==> config.mk <==
export PLATFORM = sky130hd
export DESIGN_NAME = fetch_queue
export DESIGN_NICKNAME = d
export VERILOG_FILES = /design/src/rtl/fetch_pkg.sv /design/src/rtl/fetch_fifo.sv /design/src/rtl/fetch_queue.sv
export SDC_FILE = /design/constraint.sdc
export NUM_CORES = 1
export LEC_CHECK = 0
export ABC_AREA = 1
export BUFFER_PORTS_ARGS = -buffer_cell sky130_fd_sc_hd__clkbuf_2
export CAP_MARGIN = 20
export CORE_MARGIN = 3
export CORE_UTILIZATION = 55
export DETAILED_ROUTE_END_ITERATION = 12
export GPL_TIMING_DRIVEN = 1
export MAX_ROUTING_LAYER = met4
export PLACE_DENSITY = 0.84
export SLEW_MARGIN = 20
export SYNTH_ARGS = -nofsm -noshare
export SYNTH_HDL_FRONTEND = slang
export SYNTH_SLANG_ARGS = --single-unit
==> constraint.sdc <==
create_clock -name clk -period 3.23 [get_ports clk]
set_input_delay 0.646 -clock clk [delete_from_list [all_inputs] [get_ports clk]]
set_output_delay 0.646 -clock clk [all_outputs]
set_load 0.02 [all_outputs]
==> src/rtl/fetch_pkg.sv <==
// Shared definitions for the instruction fetch queue.
//   fetch_state_t  : fetch FSM state encoding (StIdle / StFetch / StDrain)
//   fetch_entry_t  : queue entry, {pc, word}
//   INSTR_BYTES    : instruction size in bytes, used as the PC step
//   word_align()   : clears the byte-offset bits of an address
package fetch_pkg;

  localparam int unsigned INSTR_BYTES = 4;

  typedef logic [1:0] fetch_state_t;

  localparam fetch_state_t StIdle  = 2'd0;
  localparam fetch_state_t StFetch = 2'd1;
  localparam fetch_state_t StDrain = 2'd2;

  typedef struct packed {
    logic [31:0] pc;
    logic [31:0] word;
  } fetch_entry_t;

  function automatic logic [31:0] word_align(input logic [31:0] addr);
    return {addr[31:2], 2'b00};
  endfunction

endpackage

==> src/rtl/fetch_fifo.sv <==
// Synchronous in-order FIFO of fetch entries.
//   clk_i, rst_ni : clock, asynchronous active-low reset
//   flush_i       : empties the FIFO; wins over push/pop in the same cycle
//   push_i/wdata_i: write one entry (ignored when full)
//   pop_i         : drop the head entry (ignored when empty)
//   rdata_o       : head entry
//   full_o/empty_o/count_o : status and occupancy
module fetch_fifo
  import fetch_pkg::*;
#(
  parameter int unsigned Depth = 4
) (
  input  logic                   clk_i,
  input  logic                   rst_ni,
  input  logic                   flush_i,
  input  logic                   push_i,
  input  fetch_entry_t           wdata_i,
  input  logic                   pop_i,
  output fetch_entry_t           rdata_o,
  output logic                   full_o,
  output logic                   empty_o,
  output logic [$clog2(Depth):0] count_o
);

  localparam int unsigned PtrW = $clog2(Depth);

  fetch_entry_t    mem_q [Depth];
  logic [PtrW-1:0] wr_ptr_q, wr_ptr_d;
  logic [PtrW-1:0] rd_ptr_q, rd_ptr_d;
  logic [PtrW:0]   count_q, count_d;
  logic            do_push, do_pop;

  assign full_o  = (count_q == (PtrW + 1)'(Depth));
  assign empty_o = (count_q == '0);
  assign count_o = count_q;
  assign rdata_o = mem_q[rd_ptr_q];

  assign do_push = push_i & ~full_o & ~flush_i;
  assign do_pop  = pop_i & ~empty_o & ~flush_i;

  always_comb begin
    wr_ptr_d = wr_ptr_q;
    rd_ptr_d = rd_ptr_q;
    count_d  = count_q;
    if (flush_i) begin
      wr_ptr_d = '0;
      rd_ptr_d = '0;
      count_d  = '0;
    end else begin
      // Depth is a power of two, so pointers wrap naturally.
      if (do_push) wr_ptr_d = wr_ptr_q + 1'b1;
      if (do_pop)  rd_ptr_d = rd_ptr_q + 1'b1;
      case ({do_push, do_pop})
        2'b10:   count_d = count_q + 1'b1;
        2'b01:   count_d = count_q - 1'b1;
        default: count_d = count_q;
      endcase
    end
  end

  always_ff @(posedge clk_i or negedge rst_ni) begin
    if (!rst_ni) begin
      for (int unsigned i = 0; i < Depth; i++) mem_q[i] <= '0;
      wr_ptr_q <= '0;
      rd_ptr_q <= '0;
      count_q  <= '0;
    end else begin
      wr_ptr_q <= wr_ptr_d;
      rd_ptr_q <= rd_ptr_d;
      count_q  <= count_d;
      if (do_push) mem_q[wr_ptr_q] <= wdata_i;
    end
  end

endmodule

==> src/rtl/fetch_queue.sv <==
// Instruction fetch stage: runs the fetch PC, issues word-aligned reads to a
// variable-latency instruction memory, buffers returned words tagged with
// their PC and hands them to decode over valid/ready. A redirect flushes the
// queue and discards the responses still in flight.
//   clk, resetN            : clock, asynchronous active-low reset
//   memReq/memAddr/memGnt  : read request channel (committed on memGnt)
//   memRValid/memRData     : in-order read responses
//   instrValid/instr/instrPC/instrReady : decode handshake
//   redirect/redirectPC    : taken branch/jump, new fetch address
// Optional macro FETCH_BYPASS_EN: an empty queue forwards a response straight
// to decode in the same cycle instead of registering it first.
module fetch_queue
  import fetch_pkg::*;
#(
  parameter int unsigned DEPTH    = 4,
  parameter logic [31:0] RESET_PC = 32'h0000_0000
) (
  input  logic        clk,
  input  logic        resetN,
  output logic        memReq,
  output logic [31:0] memAddr,
  input  logic        memGnt,
  input  logic        memRValid,
  input  logic [31:0] memRData,
  output logic        instrValid,
  output logic [31:0] instr,
  output logic [31:0] instrPC,
  input  logic        instrReady,
  input  logic        redirect,
  input  logic [31:0] redirectPC
);

  localparam int unsigned CntW   = $clog2(DEPTH) + 1;
  localparam logic [31:0] PcStep = 32'(INSTR_BYTES);

  fetch_state_t    state_q, state_d;
  logic [31:0]     fetch_pc_q, fetch_pc_d;
  logic [31:0]     resp_pc_q, resp_pc_d;
  logic [CntW-1:0] outstanding_q, outstanding_d;
  logic [CntW-1:0] drop_cnt_q, drop_cnt_d;

  fetch_entry_t    fifo_head, fifo_wdata;
  logic            fifo_push, fifo_pop, fifo_full, fifo_empty;
  logic [CntW-1:0] fifo_count;

  logic            grant, resp_cnt, dropping, resp_keep;
  logic [CntW-1:0] remaining;
  logic [CntW:0]   credit_used;

  assign grant = memReq & memGnt;
  // Stray responses with nothing outstanding must not underflow the counter.
  assign resp_cnt    = memRValid & (outstanding_q != '0);
  assign remaining   = outstanding_q - CntW'(resp_cnt);
  assign dropping    = (drop_cnt_q != '0);
  assign resp_keep   = memRValid & ~dropping & ~redirect;
  // Queue slots plus in-flight requests never exceed DEPTH, so no overflow.
  assign credit_used = {1'b0, fifo_count} + {1'b0, outstanding_q};

  assign memReq  = (state_q == StFetch) & ~redirect & ~fifo_full &
                   (credit_used < (CntW + 1)'(DEPTH));
  assign memAddr = fetch_pc_q;

  assign fifo_wdata = '{pc: resp_pc_q, word: memRData};
  // Decode's pop in a redirect cycle is discarded along with the queue.
  assign fifo_pop   = instrReady & ~fifo_empty & ~redirect;

`ifdef FETCH_BYPASS_EN
  logic bypass;
  assign bypass     = resp_keep & fifo_empty;
  assign instrValid = ~fifo_empty | bypass;
  assign instr      = bypass ? memRData : fifo_head.word;
  assign instrPC    = bypass ? resp_pc_q : fifo_head.pc;
  assign fifo_push  = resp_keep & ~(bypass & instrReady);
`else
  assign instrValid = ~fifo_empty;
  assign instr      = fifo_head.word;
  assign instrPC    = fifo_head.pc;
  assign fifo_push  = resp_keep;
`endif

  always_comb begin
    state_d       = state_q;
    fetch_pc_d    = fetch_pc_q;
    resp_pc_d     = resp_pc_q;
    drop_cnt_d    = drop_cnt_q;
    outstanding_d = outstanding_q + CntW'(grant) - CntW'(resp_cnt);

    if (grant) fetch_pc_d = fetch_pc_q + PcStep;

    if (redirect) begin
      fetch_pc_d = word_align(redirectPC);
      resp_pc_d  = word_align(redirectPC);
      drop_cnt_d = remaining;
    end else if (memRValid) begin
      if (dropping) drop_cnt_d = drop_cnt_q - 1'b1;
      else          resp_pc_d  = resp_pc_q + PcStep;
    end

    case (state_q)
      StIdle:  state_d = StFetch;
      StFetch: if (redirect && (remaining != '0)) state_d = StDrain;
      StDrain: if (!redirect && (drop_cnt_d == '0)) state_d = StFetch;
      default: state_d = StIdle;
    endcase
  end

  always_ff @(posedge clk or negedge resetN) begin
    if (!resetN) begin
      state_q       <= StIdle;
      fetch_pc_q    <= word_align(RESET_PC);
      resp_pc_q     <= word_align(RESET_PC);
      outstanding_q <= '0;
      drop_cnt_q    <= '0;
    end else begin
      state_q       <= state_d;
      fetch_pc_q    <= fetch_pc_d;
      resp_pc_q     <= resp_pc_d;
      outstanding_q <= outstanding_d;
      drop_cnt_q    <= drop_cnt_d;
    end
  end

  fetch_fifo #(
    .Depth (DEPTH)
  ) u_fifo (
    .clk_i   (clk),
    .rst_ni  (resetN),
    .flush_i (redirect),
    .push_i  (fifo_push),
    .wdata_i (fifo_wdata),
    .pop_i   (fifo_pop),
    .rdata_o (fifo_head),
    .full_o  (fifo_full),
    .empty_o (fifo_empty),
    .count_o (fifo_count)
  );

endmodule
==> out/metrics.csv <==
stage,metric,value,unit
finish,Syn-to-layout area delta,13.2,%
cts,post_cts resized,0,
setup_path,flop2flop setup slack,0.66,ns
detailed_routing,antenna-violating nets left,0,
status,status,finished clean,
grt,total track usage,27.9,%
sta,slew margin rel.,48.8,%
die,Die Ht,176,um
grt,met3 Track Usage GR,3.78,%
cts,Skew-Pair Late Insertion Delay,0.52,ns
sta,post-layout min period,2.95,ns
placed_design,placed cells,2424,
logic_synthesis,synth unique cells,45,
finish,antenna cells,0,
die,core area,28200,sq um
cts,clock buffer count from CTS,35,
cts,clock net sink count,323,
pwr,sw frac,38.8,%
die,row count,61,
cts,buffer count from post-CTS setup fixing,0,
pwr,Int Pwr,8.91,mW
placed_design,DP Wirelength,27.2,mm
placed_design,IO buf count,161,
sta,Final setup viols,0,
detailed_routing,Detailed Route Iter0 Violations,1497,
detailed_routing,WL/cell,17.0,um
logic_synthesis,Mapped Cells,1967,
grt,global-route wire length before repair,69.6,mm
sta,clock skew,0.0190,ns
finish,proportion of layout cells with a drive suffix above 1,13.6,%
die,Top-Level Pins,168,
logic_synthesis,sequential fraction of the synthesis area,50.6,%
setup_path,worst setup path start,u_fifo.rd_ptr_q[0],
pwr,P_leak,8.79,nW
logic_synthesis,Syn Std Cell Area,16000,sq um
die,DIE AREA,31100,sq um
detailed_routing,DRT Pass-1 Iters,5,
setup_path,critical path peak fanout,24,
die,chip width,176,um
pwr,clock network fraction of total power,27.4,%
cts,Bufs on Longest Clock Path,3,
sta,RSZ-0062 raised after global routing,no,
setup_path,CP Data Required Time,2.58,ns
pwr,peak supply drop,0.344,mV
finish,most frequent cells in the layout,"nand2_1, dfrtp_1, o21ai_1",
finish,Final Non-Filler Cells,2487,
cts,CTS tree,yes,
sta,setup TNS,0,ns
finish,post-route cell area,18100,sq um
logic_synthesis,"flops & latches, synth",323,
placed_design,Final GP Congestion,0.988,
sta,Least-Margin Pin Slew,0.769,ns
pwr,switching power,5.66,mW
cts,Hold Buf Count CTS,0,
finish,"commonest non-fill, non-tap cell in the layout",nand2_1,
grt,total gr overflow,0,
setup_path,CP Launch Type,flop,
run,Max-Cap Viols,0,
setup_path,r2r startpoint,drop_cnt_q[0],
sta,fin crit share,91.3,%
grt,initial antenna violation count,0,
setup_path,cells on worst reg2reg path,10,
setup_path,critical path endpoint category,output pin,
cts,"Reg clk slew, reported paths",0.06,ns
grt,grt peak-use layer,met2,
hold_path,hold crit path type,in2async,
cts,H-tree levels,2,
finish,Filler cells,2287,
detailed_routing,Post-Route WL,42.3,mm
logic_synthesis,yosys warns,0,
grt,met2 usage,45.0,%
logic_synthesis,Main synth FF type,dfrtp_1,
finish,# nets final,2169,
sta,maximum clock rate,0.339,GHz
logic_synthesis,post-synthesis average cell area,8.11,sq um
logic_synthesis,Post-synth EDFFs,0,
pwr,PD cells,806,nW/um^2
grt,met1 Use GR,37.1,%
detailed_routing,Vias,14400,
placed_design,placed cell areas,16900,sq um
sta,"Hold Vio Cnt, Final",0,
detailed_routing,vias per cell,5.80,
die,Initial Util,56.7,%
logic_synthesis,post-synthesis async set-or-reset flop share,100,%
grt,largest net degree at the start of global routing,127,
cts,clk root buf,clkbuf_16,
setup_path,kind of critical path,reg2out,
setup_path,FF-to-FF End,u_fifo.mem_q[209],
grt,vias in the first global route,14000,
pwr,Reg power frac,37.9,%
detailed_routing,remaining design rule violation count,0,
sta,fin. max-slew vios,0,
setup_path,CP arrival,2.30,ns
pwr,logic gate share of total power,34.7,%
[worst max-delay path by stage]
| stage | end | cells after the start |
|---|---|---|
| 6_report | instrPC[19] | 5 |
| 2_1_floorplan | outstanding_q[2] | 11 |
| 3_5_place_dp | u_fifo.mem_q[200] | 9 |
| 4_1_cts | instrPC[15] | 4 |
| 5_1_grt | instrPC[19] | 5 |
| 3_3_place_gp | u_fifo.mem_q[223] | 9 |
[cell usage after synthesis (2+ instances only)]
cell type	number	area share [%]
xor2_1	27	1.5
o211ai_1	16	0.75
o21bai_1	2	0.094
nand2_1	512	12
nand3b_1	3	0.14
ha_1	14	1.1
buf_6	29	2.0
nand4_1	6	0.24
a21oi_1	19	0.60
o21ai_0	153	4.8
o22ai_1	62	2.4
buf_2	32	1.0
nor2_4	3	0.21
nand2_4	5	0.35
fa_1	2	0.25
nand3_2	4	0.25
nand2_2	4	0.16
a31oi_1	3	0.12
o21ai_2	8	0.44
a21boi_0	2	0.094
nor3_1	8	0.25
dfrtp_1	323	51
o21ai_1	234	7.3
clkbuf_1	41	0.96
a22oi_1	3	0.14
buf_4	6	0.28
xnor2_1	8	0.44
inv_2	3	0.071
nor2_1	218	5.1
buf_1	6	0.14
nand3_1	66	2.1
nor2_2	7	0.27
o221ai_1	3	0.16
inv_1	124	2.9
[state kept, by name (all words and copies together), names as in the netlist]
| signal | flops |
|---|---|
| u_fifo.count_o | 3 |
| u_fifo.rd_ptr_q | 2 |
| drop_cnt_q | 3 |
| u_fifo.wr_ptr_q | 2 |
| u_fifo.mem_q | 248 |
| resp_pc_q | 30 |
| memAddr | 30 |
| state_q | 2 |
| outstanding_q | 3 |
[critical path: stages, from the launching register on]
cell and delay [ns]:
dfrtp_4 0.49, clkinv_2 0.25, buf_4 0.34, o21ai_0 0.11, o22ai_1 0.33, clkbuf_2 0.25
[layer usage]
metal	vias up	share of wire, %
met5	-	0
met4	0	2.8
met3	104	7.4
met2	683	48
met1	6949	42
li1	6688	-
[area by class of cell]
class,instances,area (sq um),area share (%)
clock buffers,48,965,5.34
clock inverters,15,175,0.970
inverters,129,488,2.70
multi-input cells,1404,6690,37.0
flip-flops and latches,323,8090,44.8
well taps,378,473,2.62
repair buffers,190,1180,6.55
[cells by family after synthesis]
kind of cell	synth area share, %
fa+ha+maj	1.35
buf+inv	7.49
flops	50.6
xor+xnor	1.92
other cells	0.0235
simple gates	21.5
compound gates	17.0
mux	0.0627
[per-stage QoR]
| step | power [mW] | utilization [%] | setup slack (ns) | hold slack [ns] |
|---|---|---|---|---|
| floorplan | 8.89 | - | 0.989 | 0.350 |
| global placement | 10.4 | 60.1 | 0.582 | 0.460 |
| global route | 15.4 | 64.1 | 0.243 | 0.212 |
| CTS | 14.6 | 64.1 | 0.298 | 0.192 |
| detailed placement | 10.6 | 60.1 | 0.519 | 0.464 |
| finish | 14.6 | 64.1 | 0.281 | 0.146 |
[power groups by stage]
stage	clock network [mW]	logic [mW]	registers (mW)
2_1_floorplan	0	3.40	5.49
3_3_place_gp	0	4.88	5.51
3_5_place_dp	0	5.03	5.55
4_1_cts	4.04	5.07	5.49
5_1_grt	4.21	5.61	5.62
6_report	3.99	5.06	5.52
Power figures use the tool's default switching activity.
